==> src/rtl/seq_tx_pkg.sv <==
// Shared types and defaults for the serial pattern transmitter.
package seq_tx_pkg;

  localparam int DEF_MAX_LEN    = 8;
  localparam int DEF_GAP_CYCLES = 2;
  localparam int HIT_CNT_W      = 8;
  localparam int REPS_W         = 4;
  localparam int GAP_W          = 4;

  typedef enum logic [1:0] {
    ST_IDLE  = 2'd0,
    ST_SHIFT = 2'd1,
    ST_GAP   = 2'd2,
    ST_DONE  = 2'd3
  } state_e;

  // Repetitions still owed after the one that starts on acceptance; a
  // request of zero behaves like a single pass.
  function automatic logic [REPS_W-1:0] reps_remaining(input logic [REPS_W-1:0] reps);
    return (reps == '0) ? '0 : reps - REPS_W'(1);
  endfunction

endpackage

==> src/rtl/seq_tx_shreg.sv <==
// Loadable MSB-first shifter. The captured pattern is left-aligned so the
// next bit to send always sits in the top position, whatever the length.
// The aligned copy is kept so each repetition can restart from it.
module seq_tx_shreg import seq_tx_pkg::*; #(
  parameter int MAX_LEN = DEF_MAX_LEN,
  parameter int LEN_W   = $clog2(MAX_LEN + 1)
) (
  input  logic               clock,
  input  logic               reset_n,
  input  logic               load,
  input  logic               reload,
  input  logic               shift,
  input  logic [MAX_LEN-1:0] pattern,
  input  logic [LEN_W-1:0]   length,
  output logic               bit_out,
  output logic               last
);

  logic [MAX_LEN-1:0] pat_q, pat_d;
  logic [MAX_LEN-1:0] sh_q, sh_d;
  logic [LEN_W-1:0]   len_q, len_d;
  logic [LEN_W-1:0]   idx_q, idx_d;
  logic [LEN_W-1:0]   align_amt;
  logic [MAX_LEN-1:0] pat_aligned;

  // Next shifter contents: new capture, restart of the captured pattern, or one-bit advance.
  always_comb begin
    align_amt   = LEN_W'(MAX_LEN) - length;
    pat_aligned = pattern << align_amt;
    pat_d       = pat_q;
    sh_d        = sh_q;
    len_d       = len_q;
    idx_d       = idx_q;
    if (load) begin
      pat_d = pat_aligned;
      sh_d  = pat_aligned;
      len_d = length;
      idx_d = length - LEN_W'(1);
    end else if (reload) begin
      sh_d  = pat_q;
      idx_d = len_q - LEN_W'(1);
    end else if (shift && (idx_q != '0)) begin
      sh_d  = {sh_q[MAX_LEN-2:0], 1'b0};
      idx_d = idx_q - LEN_W'(1);
    end
  end

  // Shifter state registers; reset clears every captured value.
  always_ff @(posedge clock or negedge reset_n) begin
    if (!reset_n) begin
      pat_q <= '0;
      sh_q  <= '0;
      len_q <= '0;
      idx_q <= '0;
    end else begin
      pat_q <= pat_d;
      sh_q  <= sh_d;
      len_q <= len_d;
      idx_q <= idx_d;
    end
  end

  assign bit_out = sh_q[MAX_LEN-1];
  assign last    = (idx_q == '0);

endmodule

==> src/rtl/seq_pattern_tx.sv <==
// Serial pattern transmitter: sends a captured bit pattern MSB first a
// number of times with idle gaps between repetitions, and counts the match
// pulses returned by a downstream detector while the transfer is running.
module seq_pattern_tx import seq_tx_pkg::*; #(
  parameter  int MAX_LEN    = DEF_MAX_LEN,
  parameter  int GAP_CYCLES = DEF_GAP_CYCLES,
  localparam int LEN_W      = $clog2(MAX_LEN + 1)
) (
  input  logic                 clock,
  input  logic                 reset_n,
  input  logic                 start,
  input  logic [MAX_LEN-1:0]   pattern,
  input  logic [LEN_W-1:0]     length,
  input  logic [REPS_W-1:0]    reps,
  input  logic                 hit,
  output logic                 sdata,
  output logic                 svalid,
  output logic                 busy,
  output logic                 done,
  output logic                 err,
  output logic [HIT_CNT_W-1:0] hit_count
);

  localparam logic [GAP_W-1:0]     GAP_LAST = (GAP_CYCLES > 0) ? GAP_W'(GAP_CYCLES - 1) : '0;
  localparam logic [HIT_CNT_W-1:0] HIT_MAX  = '1;

  state_e                state_q, state_d;
  logic                  svalid_q, svalid_d;
  logic                  busy_q, busy_d;
  logic                  done_q, done_d;
  logic                  err_q, err_d;
  logic [REPS_W-1:0]     reps_left_q, reps_left_d;
  logic [GAP_W-1:0]      gap_q, gap_d;
  logic [HIT_CNT_W-1:0]  hit_cnt_q, hit_cnt_d;

  logic                  len_ok;
  logic                  accept;
  logic                  sh_load, sh_reload, sh_shift;
  logic                  sh_bit, sh_last;

  seq_tx_shreg #(
    .MAX_LEN (MAX_LEN),
    .LEN_W   (LEN_W)
  ) u_shreg (
    .clock   (clock),
    .reset_n (reset_n),
    .load    (sh_load),
    .reload  (sh_reload),
    .shift   (sh_shift),
    .pattern (pattern),
    .length  (length),
    .bit_out (sh_bit),
    .last    (sh_last)
  );

  assign len_ok = (length != '0) && (length <= LEN_W'(MAX_LEN));

  // Next state and next registered outputs; outputs describe the cycle after the edge.
  always_comb begin
    state_d     = state_q;
    svalid_d    = 1'b0;
    busy_d      = 1'b0;
    done_d      = 1'b0;
    err_d       = 1'b0;
    reps_left_d = reps_left_q;
    gap_d       = gap_q;
    accept      = 1'b0;
    sh_load     = 1'b0;
    sh_reload   = 1'b0;
    sh_shift    = 1'b0;
    case (state_q)
      ST_IDLE: begin
        if (start) begin
          if (len_ok) begin
            accept      = 1'b1;
            sh_load     = 1'b1;
            reps_left_d = reps_remaining(reps);
            state_d     = ST_SHIFT;
            svalid_d    = 1'b1;
            busy_d      = 1'b1;
          end else begin
            err_d = 1'b1;
          end
        end
      end
      ST_SHIFT: begin
        busy_d = 1'b1;
        if (!sh_last) begin
          sh_shift = 1'b1;
          svalid_d = 1'b1;
        end else if (reps_left_q != '0) begin
          reps_left_d = reps_left_q - REPS_W'(1);
          if (GAP_CYCLES == 0) begin
            // Back-to-back repetitions: restart the pattern without leaving SHIFT.
            sh_reload = 1'b1;
            svalid_d  = 1'b1;
          end else begin
            state_d = ST_GAP;
            gap_d   = GAP_LAST;
          end
        end else begin
          state_d = ST_DONE;
          busy_d  = 1'b0;
          done_d  = 1'b1;
        end
      end
      ST_GAP: begin
        busy_d = 1'b1;
        if (gap_q == '0) begin
          state_d   = ST_SHIFT;
          sh_reload = 1'b1;
          svalid_d  = 1'b1;
        end else begin
          gap_d = gap_q - GAP_W'(1);
        end
      end
      ST_DONE: begin
        // A start seen here is dropped; the next one is taken in IDLE.
        state_d = ST_IDLE;
      end
      default: begin
        state_d = ST_IDLE;
      end
    endcase
  end

  // Hit counter: cleared on acceptance (a same-cycle hit is not counted), saturating, held while idle.
  always_comb begin
    hit_cnt_d = hit_cnt_q;
    if (accept) begin
      hit_cnt_d = '0;
    end else if (busy_q && hit && (hit_cnt_q != HIT_MAX)) begin
      hit_cnt_d = hit_cnt_q + HIT_CNT_W'(1);
    end
  end

  // FSM, counters and registered outputs; reset aborts any transfer without a done pulse.
  always_ff @(posedge clock or negedge reset_n) begin
    if (!reset_n) begin
      state_q     <= ST_IDLE;
      svalid_q    <= 1'b0;
      busy_q      <= 1'b0;
      done_q      <= 1'b0;
      err_q       <= 1'b0;
      reps_left_q <= '0;
      gap_q       <= '0;
      hit_cnt_q   <= '0;
    end else begin
      state_q     <= state_d;
      svalid_q    <= svalid_d;
      busy_q      <= busy_d;
      done_q      <= done_d;
      err_q       <= err_d;
      reps_left_q <= reps_left_d;
      gap_q       <= gap_d;
      hit_cnt_q   <= hit_cnt_d;
    end
  end

  // The shifter's top bit is only meaningful while a pattern bit is being sent.
  assign sdata     = svalid_q & sh_bit;
  assign svalid    = svalid_q;
  assign busy      = busy_q;
  assign done      = done_q;
  assign err       = err_q;
  assign hit_count = hit_cnt_q;

endmodule

==> config.mk <==
export PLATFORM = sky130hd
export DESIGN_NAME = seq_pattern_tx
export DESIGN_NICKNAME = d
export VERILOG_FILES = /design/src/rtl/seq_tx_pkg.sv /design/src/rtl/seq_tx_shreg.sv /design/src/rtl/seq_pattern_tx.sv
export SDC_FILE = /design/constraint.sdc
export NUM_CORES = 1
export LEC_CHECK = 0
export CAP_MARGIN = 0
export CORE_MARGIN = 2
export CORE_UTILIZATION = 45
export CTS_CLUSTER_DIAMETER = 200
export DETAILED_ROUTE_END_ITERATION = 12
export PLACE_DENSITY = 0.68
export SYNTH_ARGS = -nofsm -noshare
export SYNTH_HDL_FRONTEND = slang
export SYNTH_SLANG_ARGS = --single-unit
==> constraint.sdc <==
create_clock -name clock -period 6.3 [get_ports clock]
set_clock_uncertainty 0.15 [all_clocks]
set_input_delay 1.575 -clock clock [delete_from_list [all_inputs] [get_ports clock]]
set_output_delay 1.575 -clock clock [all_outputs]
set_load 0.05 [all_outputs]
==> impl_metrics.csv <==
group,metric,value,unit
power_and_ir_drop,ir_drop,0.307,mV
timing,post-route-period-util,73.0,%
grt,track_usage,18.1,%
detailed_routing,via_per_inst,5.52,
detailed_routing,num_vias,2096,
min_path,worstHoldPathType,"reg -> reg",
critical_path,critical_path_class,"in -> reg",
grt,grt_overflow,0,
grt,grt_max_degree,47,
detailed_routing,ant_nets,0,
critical_path,start_kind,"input pin",
finish,syn_to_final_growth,18.0,%
floorplan,die_width,79.4,um
synth,yosysSeqAreaShare,45.0,%
clocking,post-cts-setup-buffer-count,0,
placed_design,place_inst,374,
power_and_ir_drop,p_leak,1.33,nW
placed_design,place_area,2940,um2
synth,syn_inst,276,
synth,synth-async-reset-ratio,100,%
timing,setup_viol,0,
finish,antenna_cells,0,
clocking,ctsResizeCount,0,
floorplan,die_h,79.4,um
synth,synth.most_common_cell,"dfrtp_1",
outcome,status,"completed",
detailed_routing,drc_errors,0,
detailed_routing,drt-total-wl,5.27,mm
critical_path,r2r_slack,3.78,ns
floorplan,rows,27,
synth,syn_nets,301,
timing,slew_violations,0,
timing,tightest_slew,0.982,ns
grt,grt_pass1_wl,9.04,mm
min_path,hold_path_end,"u_shreg.pat_q[5]",
clocking,cts_hold_buf,0,
timing,tns,0,ns
critical_path,r2r_end,"u_shreg.idx_q[2]",
power_and_ir_drop,power_density,424,nW/um2
clocking,cts_buffers,5,
critical_path,worstPathCellList,"clkdlybuf4s50_1 -> inv_1 -> ha_1 -> nor2b_2 -> xor2_1 -> nor2_1 -> buf_4 -> o21a_1 -> ha_1 -> inv_1 -> a21oi_1 -> nor2b_1 -> a21oi_1",
synth,synth_ff_type,"dfrtp_1",
clocking,clk_transition_reported_paths,0.08,ns
clocking,h-tree-depth,2,
critical_path,cpPeakStageDelay,0.74,ns
critical_path,crit_required,6.38,ns
clocking,clk_latency,0.29,ns
detailed_routing,first_pass_iters,5,
synth,synthTopCellsByArea,"dfrtp_1 45%, nand2_1 4.5%, nor2_1 4.5%",
floorplan,dieArea,6310,um2
grt,grt_pass1_vias,2050,
critical_path,cp_top_family,"buffers and inverters",
synth,ys_top_cells_by_count,"46 x dfrtp_1, 31 x nand2_1, 31 x nor2_1",
placed_design,gp_congestion,0.903,
timing,slew_headroom,34.5,%
synth,syn-cell-area,2560,um2
critical_path,critPathMaxFanout,16,
floorplan,initial_utilization,46.5,%
floorplan,core_area,5510,um2
clocking,clockBufferDepth,2,
min_path,min_from,"u_shreg.pat_q[5]",
synth,ys_ff_latch,46,
floorplan,pin_count,33,
synth,synth_area_leader_cell,"dfrtp_1",
critical_path,worstRegToRegCells,10,
finish,layout.nets,334,
placed_design,port_buffers,32,
synth,synth_area_per_cell,9.28,um2
detailed_routing,routedWlPerCell,13.9,um
critical_path,crit_slowest_cell,"clkdlybuf4s50_1",
timing,grt_setup_unrepaired,"no",
timing,fmax,218,MHz
detailed_routing,first_iter_violations,115,
synth,synth.distinct_cells,50,
grt,antenna_found_initial,0,
finish,fin_util,54.9,%
synth,synth_top_area_share,45.0,%
min_path,hold_depth,1,
clocking,clockRootBuffer,"clkbuf_8",
synth,synth_edf_count,0,
critical_path,crit_arrival,4.67,ns
finish,design_area,3020,um2
critical_path,endpoint_kind,"flop",
critical_path,worstSetupStartpoint,"length[0]",
critical_path,regToRegStartpoint,"state_q[1]",
flow_run,drv_cap,0,
finish,layout-drive-gt1-share,8.12,%
placed_design,hpwl,3.95,mm
synth,yosys_warnings,0,
timing,hold_viol,0,
critical_path,cp.buffers_inverters,4,
finish,finalNonFillerCells,380,
clocking,cts.sinks,46,
timing,holdWs,0.335,ns
timing,post-route-min-period,4.60,ns
clocking,cts_tree,"yes",
worst max-delay path by stage:
stage,end,slack (ns),cells past startpoint
after floorplan,u_shreg.idx_q[2],2.84,11
after global placement,u_shreg.idx_q[2],1.47,13
after detailed placement,u_shreg.idx_q[2],1.41,13
after CTS,u_shreg.idx_q[2],1.71,13
after global routing,u_shreg.idx_q[2],1.38,13
final,u_shreg.idx_q[2],1.70,13
layout make-up:
type	instances	area, um2
Fill cell	498	2490
Sequential cell	46	1150
Clock buffer	6	82.6
Inverter	12	47.5
Multi-Input combinational cell	211	1330
Tap cell	72	90.1
Timing Repair Buffer	33	323
through the flow:
step	total power, W	worst slack [ns]
after floorplan	0.000958	2.84
after global placement	0.00110	1.47
after detailed placement	0.00111	1.41
after CTS	0.00129	1.71
after global routing	0.00138	1.38
final	0.00128	1.70
layer usage:
metal,wire length (um),GRT usage (%),part of all wire (%)
met1,2530,23.9,48
met2,2440,29.7,46
met3,243,3.85,4.6
met4,55,5.86,1.0
met5,0,0,0
cells in the final DEF (no fill, tap or decap), types with 2 or more instances in the layout:
cell type,n
clkdlybuf4s50_1,31
nand4_1,2
o22ai_1,7
or3_1,4
nor3b_1,2
o21a_1,4
clkbuf_8,6
mux2i_1,9
a311oi_1,2
dfrtp_1,46
ha_1,5
inv_1,11
nor2_1,31
a21oi_1,17
a22oi_1,2
nor3_1,8
a31oi_1,3
xor2_1,7
xnor2_1,4
nand2_1,31
and2_1,2
o21ai_0,15
nand2b_1,4
and3_1,4
nor4_1,2
nor2b_1,2
o221ai_1,3
o22a_1,5
nand3_1,8
a21o_1,5
mux2_2,6
logic make-up after synthesis:
logic type,count (synthesis),synth area share (%)
multiplexers,15,6.16
XOR/XNOR,11,3.76
AND/OR/NAND/NOR,110,21.1
flip-flops,46,45.0
buffers and inverters,19,3.23
AO/OA/AOI/OAI,70,18.3
adder cells (fa/ha/maj),5,2.44
flip-flops by register name, indices dropped and copies added, names as in the netlist:
| name | cells |
|---|---|
| hit_count | 8 |
| u_shreg.pat_q | 8 |
| u_shreg.sh_q | 8 |
| gap_q | 4 |
| reps_left_q | 4 |
| u_shreg.idx_q | 4 |
| u_shreg.len_q | 4 |
| state_q | 2 |
| busy | 1 |
| done | 1 |
| err | 1 |
| svalid | 1 |
report_power, final:
group	leakage, nW	internal (W)	switching (W)
sequential	0.581	0.000413	0.0000908
clock	0.0431	0.0000847	0.0000924
combinational	0.702	0.000251	0.000348
Power figures use the tool's default switching activity.
